==> src/rtl/dram16k4_pkg.sv <==
// dram16k4_pkg: shared widths, FSM states and grant codes for the 4416 DRAM arbiter
package dram16k4_pkg;
  localparam int ADDR_W = 14;
  localparam int ROW_W = 8;
  localparam int COL_W = 6;
  localparam int DATA_W = 4;
  typedef enum logic [2:0] {IDLE, ROW, COL, ACC, PRE, RFR_ROW} state_t;
  typedef enum logic [1:0] {NONE, VID, CPU, RFR} gnt_t;
endpackage

==> src/rtl/dram16k4_arbiter_if.sv <==
// dram16k4_arbiter_if: video/CPU request ports and DRAM pins; slave = arbiter, master = requesters and DRAM
interface dram16k4_arbiter_if;
  import dram16k4_pkg::*;
  logic vid_req, vid_ack, cpu_req, cpu_wr, cpu_ack;
  logic ras_n, cas_n, wr_n, rd_n, busy;
  logic [ADDR_W-1:0] vid_addr, cpu_addr;
  logic [DATA_W-1:0] vid_data, cpu_din, cpu_dout, dram_din, dram_dout;
  logic [ROW_W-1:0] dram_addr;
  modport slave (
    input vid_req, vid_addr, cpu_req, cpu_wr, cpu_addr, cpu_din, dram_dout,
    output vid_ack, vid_data, cpu_ack, cpu_dout, dram_addr, dram_din, ras_n, cas_n, wr_n, rd_n, busy
  );
  modport master (
    output vid_req, vid_addr, cpu_req, cpu_wr, cpu_addr, cpu_din, dram_dout,
    input vid_ack, vid_data, cpu_ack, cpu_dout, dram_addr, dram_din, ras_n, cas_n, wr_n, rd_n, busy
  );
endinterface

==> src/rtl/dram16k4_refresh_timer.sv <==
// dram16k4_refresh_timer: refresh period counter, pending flag and RAS-only row counter
module dram16k4_refresh_timer #(
  parameter int PERIOD = 128
) (
  input  logic       clk,
  input  logic       rst_n,
  input  logic       take,
  output logic       pend,
  output logic [7:0] row
);
  logic [15:0] cnt;
  logic expire;
  assign expire = cnt == 16'(PERIOD - 1);
  always_ff @(posedge clk) begin
    if (!rst_n) begin
      cnt <= '0;
      pend <= 1'b0;
      row <= '0;
    end else begin
      cnt <= expire ? '0 : cnt + 16'd1;
      pend <= expire || (pend && !take);
      row <= take ? row + 8'd1 : row;
    end
  end
endmodule

==> src/rtl/dram16k4_arbiter.sv <==
// dram16k4_arbiter: 4416 DRAM sequencer/arbiter (video > CPU); refresh enabled by DRAM16K4_REFRESH_EN
module dram16k4_arbiter #(
  parameter int REFRESH_PERIOD = 128
) (
  input logic i_MCLK,
  input logic i_RST_n,
  dram16k4_arbiter_if.slave bus
);
  import dram16k4_pkg::*;
  state_t state, nxt_state;
  gnt_t gnt, nxt_gnt, win;
  logic [ADDR_W-1:0] addr_q, nxt_addr;
  logic wr_q, nxt_wr, arb, done_vid, done_cpu, mask_vid, mask_cpu;
  logic rfr_pend, rfr_take;
  logic [ROW_W-1:0] rfr_row;
`ifdef DRAM16K4_REFRESH_EN
  dram16k4_refresh_timer #(.PERIOD(REFRESH_PERIOD)) u_rfr (
    .clk(i_MCLK), .rst_n(i_RST_n), .take(rfr_take), .pend(rfr_pend), .row(rfr_row)
  );
`else
  logic unused_rfr;
  assign rfr_pend = 1'b0;
  assign rfr_row = '0;
  assign unused_rfr = rfr_take | (REFRESH_PERIOD != 0);
`endif
  // a port is masked through its PRE and ACK cycles so a still-held request is not served twice
  always_comb begin
    arb = state == IDLE || state == PRE;
    done_vid = state == PRE && gnt == VID;
    done_cpu = state == PRE && gnt == CPU;
    mask_vid = done_vid || bus.vid_ack;
    mask_cpu = done_cpu || bus.cpu_ack;
    win = rfr_pend ? RFR : (bus.vid_req && !mask_vid) ? VID : (bus.cpu_req && !mask_cpu) ? CPU : NONE;
    rfr_take = arb && win == RFR;
    nxt_gnt = arb ? win : gnt;
    nxt_addr = !arb ? addr_q : win == VID ? bus.vid_addr : win == CPU ? bus.cpu_addr : addr_q;
    nxt_wr = arb ? (win == CPU && bus.cpu_wr) : wr_q;
    nxt_state = arb ? (win == NONE ? IDLE : win == RFR ? RFR_ROW : ROW) :
                state == ROW ? COL : state == COL ? ACC : PRE;
  end
  always_ff @(posedge i_MCLK) begin
    if (!i_RST_n) begin
      state <= IDLE;
      gnt <= NONE;
      addr_q <= '0;
      wr_q <= 1'b0;
      bus.ras_n <= 1'b1;
      bus.cas_n <= 1'b1;
      bus.wr_n <= 1'b1;
      bus.rd_n <= 1'b1;
      bus.dram_addr <= '0;
      bus.dram_din <= '0;
      bus.vid_ack <= 1'b0;
      bus.cpu_ack <= 1'b0;
      bus.vid_data <= '0;
      bus.cpu_dout <= '0;
      bus.busy <= 1'b0;
    end else begin
      state <= nxt_state;
      gnt <= nxt_gnt;
      addr_q <= nxt_addr;
      wr_q <= nxt_wr;
      bus.ras_n <= nxt_state == IDLE || nxt_state == PRE;
      bus.cas_n <= !(nxt_state == COL || nxt_state == ACC);
      bus.wr_n <= !(nxt_state == ACC && nxt_wr);
      bus.rd_n <= !(nxt_state == ACC && !nxt_wr);
      bus.dram_addr <= nxt_state == ROW ? nxt_addr[ROW_W-1:0] :
                       nxt_state == COL ? {1'b0, nxt_addr[ADDR_W-1:ROW_W], 1'b0} :
                       nxt_state == RFR_ROW ? rfr_row : bus.dram_addr;
      bus.dram_din <= nxt_state == ROW ? bus.cpu_din : bus.dram_din;
      bus.vid_ack <= done_vid;
      bus.cpu_ack <= done_cpu;
      bus.vid_data <= done_vid ? bus.dram_dout : bus.vid_data;
      bus.cpu_dout <= (done_cpu && !wr_q) ? bus.dram_dout : bus.cpu_dout;
      bus.busy <= nxt_state != IDLE;
    end
  end
endmodule

==> src/flat_wrapper.sv <==
// flat-port wrapper written by rule: the top's interface ports become plain ports
module dram16k4_arbiter_flat import dram16k4_pkg::*;
#(
  parameter int REFRESH_PERIOD = 128
)
  (i_MCLK, i_RST_n, bus_vid_req, bus_vid_addr, bus_cpu_req, bus_cpu_wr, bus_cpu_addr, bus_cpu_din, bus_dram_dout, bus_vid_ack, bus_vid_data, bus_cpu_ack, bus_cpu_dout, bus_dram_addr, bus_dram_din, bus_ras_n, bus_cas_n, bus_wr_n, bus_rd_n, bus_busy);
  dram16k4_arbiter_if bus_i ();
  input logic i_MCLK;
  input logic i_RST_n;
  input wire logic [$bits(bus_i.vid_req)-1:0] bus_vid_req;
  input wire logic [$bits(bus_i.vid_addr)-1:0] bus_vid_addr;
  input wire logic [$bits(bus_i.cpu_req)-1:0] bus_cpu_req;
  input wire logic [$bits(bus_i.cpu_wr)-1:0] bus_cpu_wr;
  input wire logic [$bits(bus_i.cpu_addr)-1:0] bus_cpu_addr;
  input wire logic [$bits(bus_i.cpu_din)-1:0] bus_cpu_din;
  input wire logic [$bits(bus_i.dram_dout)-1:0] bus_dram_dout;
  output wire logic [$bits(bus_i.vid_ack)-1:0] bus_vid_ack;
  output wire logic [$bits(bus_i.vid_data)-1:0] bus_vid_data;
  output wire logic [$bits(bus_i.cpu_ack)-1:0] bus_cpu_ack;
  output wire logic [$bits(bus_i.cpu_dout)-1:0] bus_cpu_dout;
  output wire logic [$bits(bus_i.dram_addr)-1:0] bus_dram_addr;
  output wire logic [$bits(bus_i.dram_din)-1:0] bus_dram_din;
  output wire logic [$bits(bus_i.ras_n)-1:0] bus_ras_n;
  output wire logic [$bits(bus_i.cas_n)-1:0] bus_cas_n;
  output wire logic [$bits(bus_i.wr_n)-1:0] bus_wr_n;
  output wire logic [$bits(bus_i.rd_n)-1:0] bus_rd_n;
  output wire logic [$bits(bus_i.busy)-1:0] bus_busy;
  assign bus_i.vid_req = bus_vid_req;
  assign bus_i.vid_addr = bus_vid_addr;
  assign bus_i.cpu_req = bus_cpu_req;
  assign bus_i.cpu_wr = bus_cpu_wr;
  assign bus_i.cpu_addr = bus_cpu_addr;
  assign bus_i.cpu_din = bus_cpu_din;
  assign bus_i.dram_dout = bus_dram_dout;
  assign bus_vid_ack = bus_i.vid_ack;
  assign bus_vid_data = bus_i.vid_data;
  assign bus_cpu_ack = bus_i.cpu_ack;
  assign bus_cpu_dout = bus_i.cpu_dout;
  assign bus_dram_addr = bus_i.dram_addr;
  assign bus_dram_din = bus_i.dram_din;
  assign bus_ras_n = bus_i.ras_n;
  assign bus_cas_n = bus_i.cas_n;
  assign bus_wr_n = bus_i.wr_n;
  assign bus_rd_n = bus_i.rd_n;
  assign bus_busy = bus_i.busy;
  dram16k4_arbiter #(.REFRESH_PERIOD(REFRESH_PERIOD)) u_core (.i_MCLK(i_MCLK), .i_RST_n(i_RST_n), .bus(bus_i));
endmodule
==> config.mk <==
export PLATFORM = sky130hd
export DESIGN_NAME = dram16k4_arbiter_flat
export DESIGN_NICKNAME = d
export VERILOG_FILES = /design/src/rtl/dram16k4_pkg.sv /design/src/rtl/dram16k4_arbiter_if.sv /design/src/rtl/dram16k4_refresh_timer.sv /design/src/rtl/dram16k4_arbiter.sv /design/src/flat_wrapper.sv
export SDC_FILE = /design/constraint.sdc
export NUM_CORES = 1
export LEC_CHECK = 0
export ABC_AREA = 0
export CAP_MARGIN = 15
export CORE_UTILIZATION = 42
export DETAILED_ROUTE_END_ITERATION = 7
export PLACE_DENSITY_LB_ADDON = 0.3
export SLEW_MARGIN = 10
export SYNTH_ARGS = -nofsm -noshare
export SYNTH_HDL_FRONTEND = slang
export SYNTH_SLANG_ARGS = --single-unit
==> constraint.sdc <==
create_clock -name i_MCLK -period 2.55 [get_ports i_MCLK]
set_clock_uncertainty 0.05 [all_clocks]
set_input_delay 0.765 -clock i_MCLK [delete_from_list [all_inputs] [get_ports i_MCLK]]
set_output_delay 0.765 -clock i_MCLK [all_outputs]
set_load 0.02 [all_outputs]
# [Yosys cells after proc, flatten, opt, wreduce, memory -nomap -nowiden]
# Cells that the tools add are included.
[word_totals] input_bits=41 register_bits=47 output_inout_bits=27 elab_cells=67
[classes] eq_ne=13 n_reduce_logical=25 muxes=14
[ops] op="14-bit 2-to-1 mux" count=3
[ops] op="8-bit 2-to-1 mux" count=3
[ops] op="3-bit 2-to-1 mux" count=5
[ops] op="3-bit by 2-bit equality test with 1-bit output (second input constant)" count=3
[ops] op="3-bit equality test (second input constant)" count=3
[ops] op="1-bit logical AND" count=8
[ops] op="1-bit logical NOT" count=7
[ops] op="2-bit equality test (second input constant)" count=3
[ops] op="3-bit by 1-bit equality test with 1-bit output (second input constant)" count=2
[ops] op="3-bit logical NOT" count=2
[ops] op="3-bit nonzero test" count=2
[ops] op="1-bit logical OR" count=5
[ops] op="2-bit by 1-bit equality test with 1-bit output (second input constant)" count=2
[ops] op="2-bit 2-to-1 mux" count=2
[ops] op="2-bit logical NOT" count=1
[ops] op="1-bit 2-to-1 mux" count=1

# [Depth between registers and ports, before layout]
[depth] word_depth=15 ltp_mapped=6

# [Worst setup path after synthesis]
# Ideal clock, no wire load.
[synth_path] kind="input to register" from="input port bus_cpu_req" to="register u_core.bus.dram_addr[3]" arrival_time_ns=1.852 t_required_ns=2.361 setup_slack_ns=0.508 n_path_buf=1 setup_time_ns=0.139 path_stages=6 cell_sequence="inv_1 -> a311oi_4 -> o21ai_2 -> buf_6 -> a222oi_1 -> o221ai_1"
[synth_between] elab_chain_len=10 word_cells_on_any_way=19 cone_classes="eq/ne: 6; mux: 10; reduce/logical: 3"
[synth_lines] element="start, declared" line_no="flat_wrapper.sv:12" rtl="input wire logic [$bits(bus_i.cpu_req)-1:0] bus_cpu_req;"
[synth_lines] element="1-bit logical AND *" line_no="dram16k4_arbiter.sv:33" rtl="win = rfr_pend ? RFR : (bus.vid_req && !mask_vid) ? VID : (bus.cpu_req && !mask_cpu) ? CPU : NONE;"
[synth_lines] element="2-bit 2-to-1 mux * (2 in series)" line_no="dram16k4_arbiter.sv:33"
[synth_lines] element="2-bit equality test"
[synth_lines] element="3-bit 2-to-1 mux (3 in series)" line_no="dram16k4_arbiter.sv:38" rtl="nxt_state = arb ? (win == NONE ? IDLE : win == RFR ? RFR_ROW : ROW) :"
[synth_lines] element="3-bit by 2-bit equality test with 1-bit output" line_no="dram16k4_arbiter.sv:68" rtl="nxt_state == COL ? {1'b0, nxt_addr[ADDR_W-1:ROW_W], 1'b0} :"
[synth_lines] element="8-bit 2-to-1 mux" line_no="dram16k4_arbiter.sv:68"
[synth_lines] element="8-bit 2-to-1 mux" line_no="dram16k4_arbiter.sv:67" rtl="bus.dram_addr <= nxt_state == ROW ? nxt_addr[ROW_W-1:0] :"
[synth_lines] element="end signal, assigned" line_no="dram16k4_arbiter.sv:67"
[synth_lines] element="end, declared" line_no="dram16k4_arbiter_if.sv:11" rtl="output vid_ack, vid_data, cpu_ack, cpu_dout, dram_addr, dram_din, ras_n, cas_n, wr_n, rd_n, busy"
# Mark *: on every way between the ends. The rest lies on a longest branch, timed or not.
# A chain may end at the register's enable or synchronous reset.

# [Final worst setup path]
[layout_path] from="input port bus_cpu_req" to="register u_core.bus.dram_addr[5]"
# Same word-level chain as after synthesis.

==> metrics <==
quantity of gates resized following cts=0; pin count of the biggest net entering global routing=34; Power per Cell Area=769 nW/um^2; power dissipated by switching net loads=around 620 uW; clk sink count=41; non-filler instance count after layout=between 200 and 300; number of antenna violations at the first check in global routing=0; remaining global-route overflow=0; post-synthesis share of cell area spent on xor and xnor gates=0%; launch instance of the worst min-delay path=u_core.bus.dram_din[2]; starting utilization of the core area=approximately 44%; most area-consuming cells after synthesis=sky130_fd_sc_hd__dfxtp_1 (50%), sky130_fd_sc_hd__nor2_1 (5.7%), sky130_fd_sc_hd__mux2i_1 (4.9%), sky130_fd_sc_hd__a222oi_1 (4.3%), sky130_fd_sc_hd__nand2_1 (3.2%); number of ports placed on the die boundary=between 60 and 70; Synth Area in Simple Gates=~18%; multiplexer area fraction after synthesis=around 5.6%; area occupied by registers=821 um^2; post-route setup TNS=0 ns; R2R Path End=u_core.bus.dram_addr[5]; Crit path arrival time=between 2 and 2.5 ns; launching element type of the critical path=primary input; Synth warnings=0; internal power component=between 1 and 1.5 mW; filler cell count=about 320; sequential cell area fraction in the yosys report=between 50% and 60%; final routed wire length divided by cell count=13.4 um; Power Total=around 1.9 mW; Die W=roughly 64 um; result of the run=complete, no violations; CTS tree=yes; cell area after placement=2400 um^2; number of diodes added for antenna fixing=0; number of design rule violations left after detail routing=0; cell type with the highest aggregate area in the netlist=sky130_fd_sc_hd__dfxtp_1; final critical path time including I/O delays and setup=approximately 2.3 ns; number of distinct library cells after synthesis=34; depth of the worst register-to-register path=5; share of the synthesized area in compound gates (AO/OA/AOI/OAI)=21.9%; reg-to-reg startpoint=u_core.state[2]; dpl hpwl=approximately 3 mm; share of total power in the clock network=between 20% and 30%; total number of vias=around 1500; worst min-delay path class=reg2reg; final weighted congestion in routability-driven placement=just under 0.8; slew at the pin closest to its max-slew limit=around 0.47 ns; Routed Antenna Nets=0; count of input and output buffers=67; clk slew on worst S/H paths=roughly 0.07 ns; number of max-cap violations=0; drt first pass iters=4; area of the die=just over 4000 um^2; H-tree levels=2; height of the die=about 64 um; global-route wire length before repair=~6.4 mm; Multi-input gate area=about 740 um^2; Cells after DPL=approximately 290; max frequency=~0.43 GHz; synthesized area=~1600 um^2; portion of total power attributed to sequential cells=a little over two fifths; global router's overall resource usage=19.9%; cell area after layout=2490 um^2; CP Data Required Time=~2.6 ns; P&R area growth vs syn=52.1%; post-CTS setup-driven buffer insertion count=0; Post-CTS Hold Buffers=0; Period Utilization, post-route=between 90 and 100%; Worst IR Drop VDD=just under 0.5 mV; FP Rows=22; total number of nets in the final design=between 200 and 300; number of buffers between clock root and the deepest sink=2; drt initial violations=slightly below 80; Switching Share=32.4%; final-report setup violation count=0; final slew viol count=0; main combinational cell family by area after synthesis=compound AO/OA/AOI/OAI gates; Combinational Power Share=a little over a third; setup slack of the worst register-to-register path=approximately 0.6 ns; net count after synthesis=210; worst-case headroom to the max-slew limit=between 60% and 70%; commonest cells after routing, fill and taps aside=sky130_fd_sc_hd__clkdlybuf4s50_1 (67), sky130_fd_sc_hd__dfxtp_1 (41), sky130_fd_sc_hd__nor2_1 (25), sky130_fd_sc_hd__nand2_1 (14), sky130_fd_sc_hd__buf_4 (13); ratio of cells with drive above 1 in the final layout=around a tenth; setup repair after global routing missed its margin=no; Final Hold Violating Endpoints=0; per-cell via count in the routed design=about 5.3; clk_lat worst skew=approximately 0.28 ns; crit end category=flop; worst-path maximum fanout=7; leading cell type in the layout, fill and taps excluded=sky130_fd_sc_hd__clkdlybuf4s50_1; Routed WL=between 3 and 4 mm; Hold Path Sink=u_core.bus.dram_din[2]; crit path kind=in2reg; average cell area after synthesis=~9.7 um^2; Root Buffer=sky130_fd_sc_hd__clkbuf_8; vias in the first global route=1405; clock buffer count from CTS=5; cell depth of the worst min-delay path=2; fraction of post-synthesis cell area in the top cell type by area=approximately half; fraction of the mapped netlist area in adder cells=0%; Leak Pwr=just under 1 nW; Core Footprint=roughly 3700 um^2; cell count after synthesis=approximately 170; flip-flop and latch count after synthesis=41
-- worst max path at each step --
stage	start	end	slack [ns]	cells past startpoint
floorplan	bus_cpu_req	u_core.bus.dram_addr[3]	0.51	6
finish	bus_cpu_req	u_core.bus.dram_addr[5]	0.25	6
detailed placement	bus_cpu_req	u_core.addr_q[7]	-0.05	7
global route	bus_cpu_req	u_core.addr_q[7]	0.19	7
CTS	bus_cpu_req	u_core.addr_q[7]	0.25	7
global placement	bus_cpu_req	u_core.addr_q[7]	-0.02	7
-- per-stage QoR --
stage / utilization (%) / worst slack [ns] / hold WS (ns)
after detailed placement: 65.1 / -0.0457 / 0.401
after global routing: 67.4 / 0.190 / 0.430
after floorplan: - / 0.508 / 0.387
after global placement: 65.1 / -0.0241 / 0.393
after CTS: 67.4 / 0.246 / 0.412
final: 67.4 / 0.250 / 0.409
-- layout make-up --
type	count	area share [%]
sequential	41	33.0
timing repair buffer	80	30.9
multi-input combinational	113	29.6
clock buffer	7	3.47
tap	48	2.41
inverter	4	0.604
-- routing by layer --
metal,vias to the layer above,share of wire [%],track usage [%]
met1,716,43,24.7
met2,60,49,33.6
met5,-,0,0
met4,0,0.92,5.00
met3,4,6.9,5.89
li1,768,-,-
-- synthesized netlist by cell type (all sizes together) --
library cell  count
a211oi            2
a21boi            1
a21o              2
a21oi             9
a222oi            7
a22oi             6
a311oi            1
and2              1
and2b             2
buf               5
clkbuf            6
dfxtp            41
inv               4
mux2              1
mux2i             8
nand2            14
nand2b            3
nand3             5
nand4             5
nor2             25
nor2b             1
nor3              1
nor3b             1
nor4b             1
o211ai            2
o21a              1
o21ai             6
o221ai            5
o32ai             2
or2               1
-- power by group through the flow --
stage               Combinational, mW  Clock, mW  Sequential, mW
floorplan                       0.330          0           0.893
global placement                0.673          0           0.826
detailed placement              0.684          0           0.826
CTS                             0.688      0.424           0.813
global route                    0.746      0.458           0.824
finish                          0.684      0.414           0.813
-- sequential cells by signal, indices dropped and copies added, names as in the netlist, 2 cells and up --
register	cells
u_core.gnt	2
u_core.bus.dram_din	4
u_core.bus.cpu_dout	4
u_core.addr_q	8
u_core.bus.dram_addr	8
u_core.state	3
u_core.bus.vid_data	4
-- worst max-delay path, cell delays in order --
cell,delay [ns]
sky130_fd_sc_hd__clkdlybuf4s50_1,0.46
sky130_fd_sc_hd__inv_1,0.06
sky130_fd_sc_hd__a311oi_4,0.33
sky130_fd_sc_hd__o21ai_2,0.18
sky130_fd_sc_hd__a222oi_1,0.41
sky130_fd_sc_hd__o221ai_1,0.18
-- logic make-up after synthesis --
logic type / Yosys count
buffers and inverters: 15
muxes: 9
and+or+nand+nor: 60
AOI/OAI and AO/OA: 44
DFF: 41
Power figures use the tool's default switching activity.
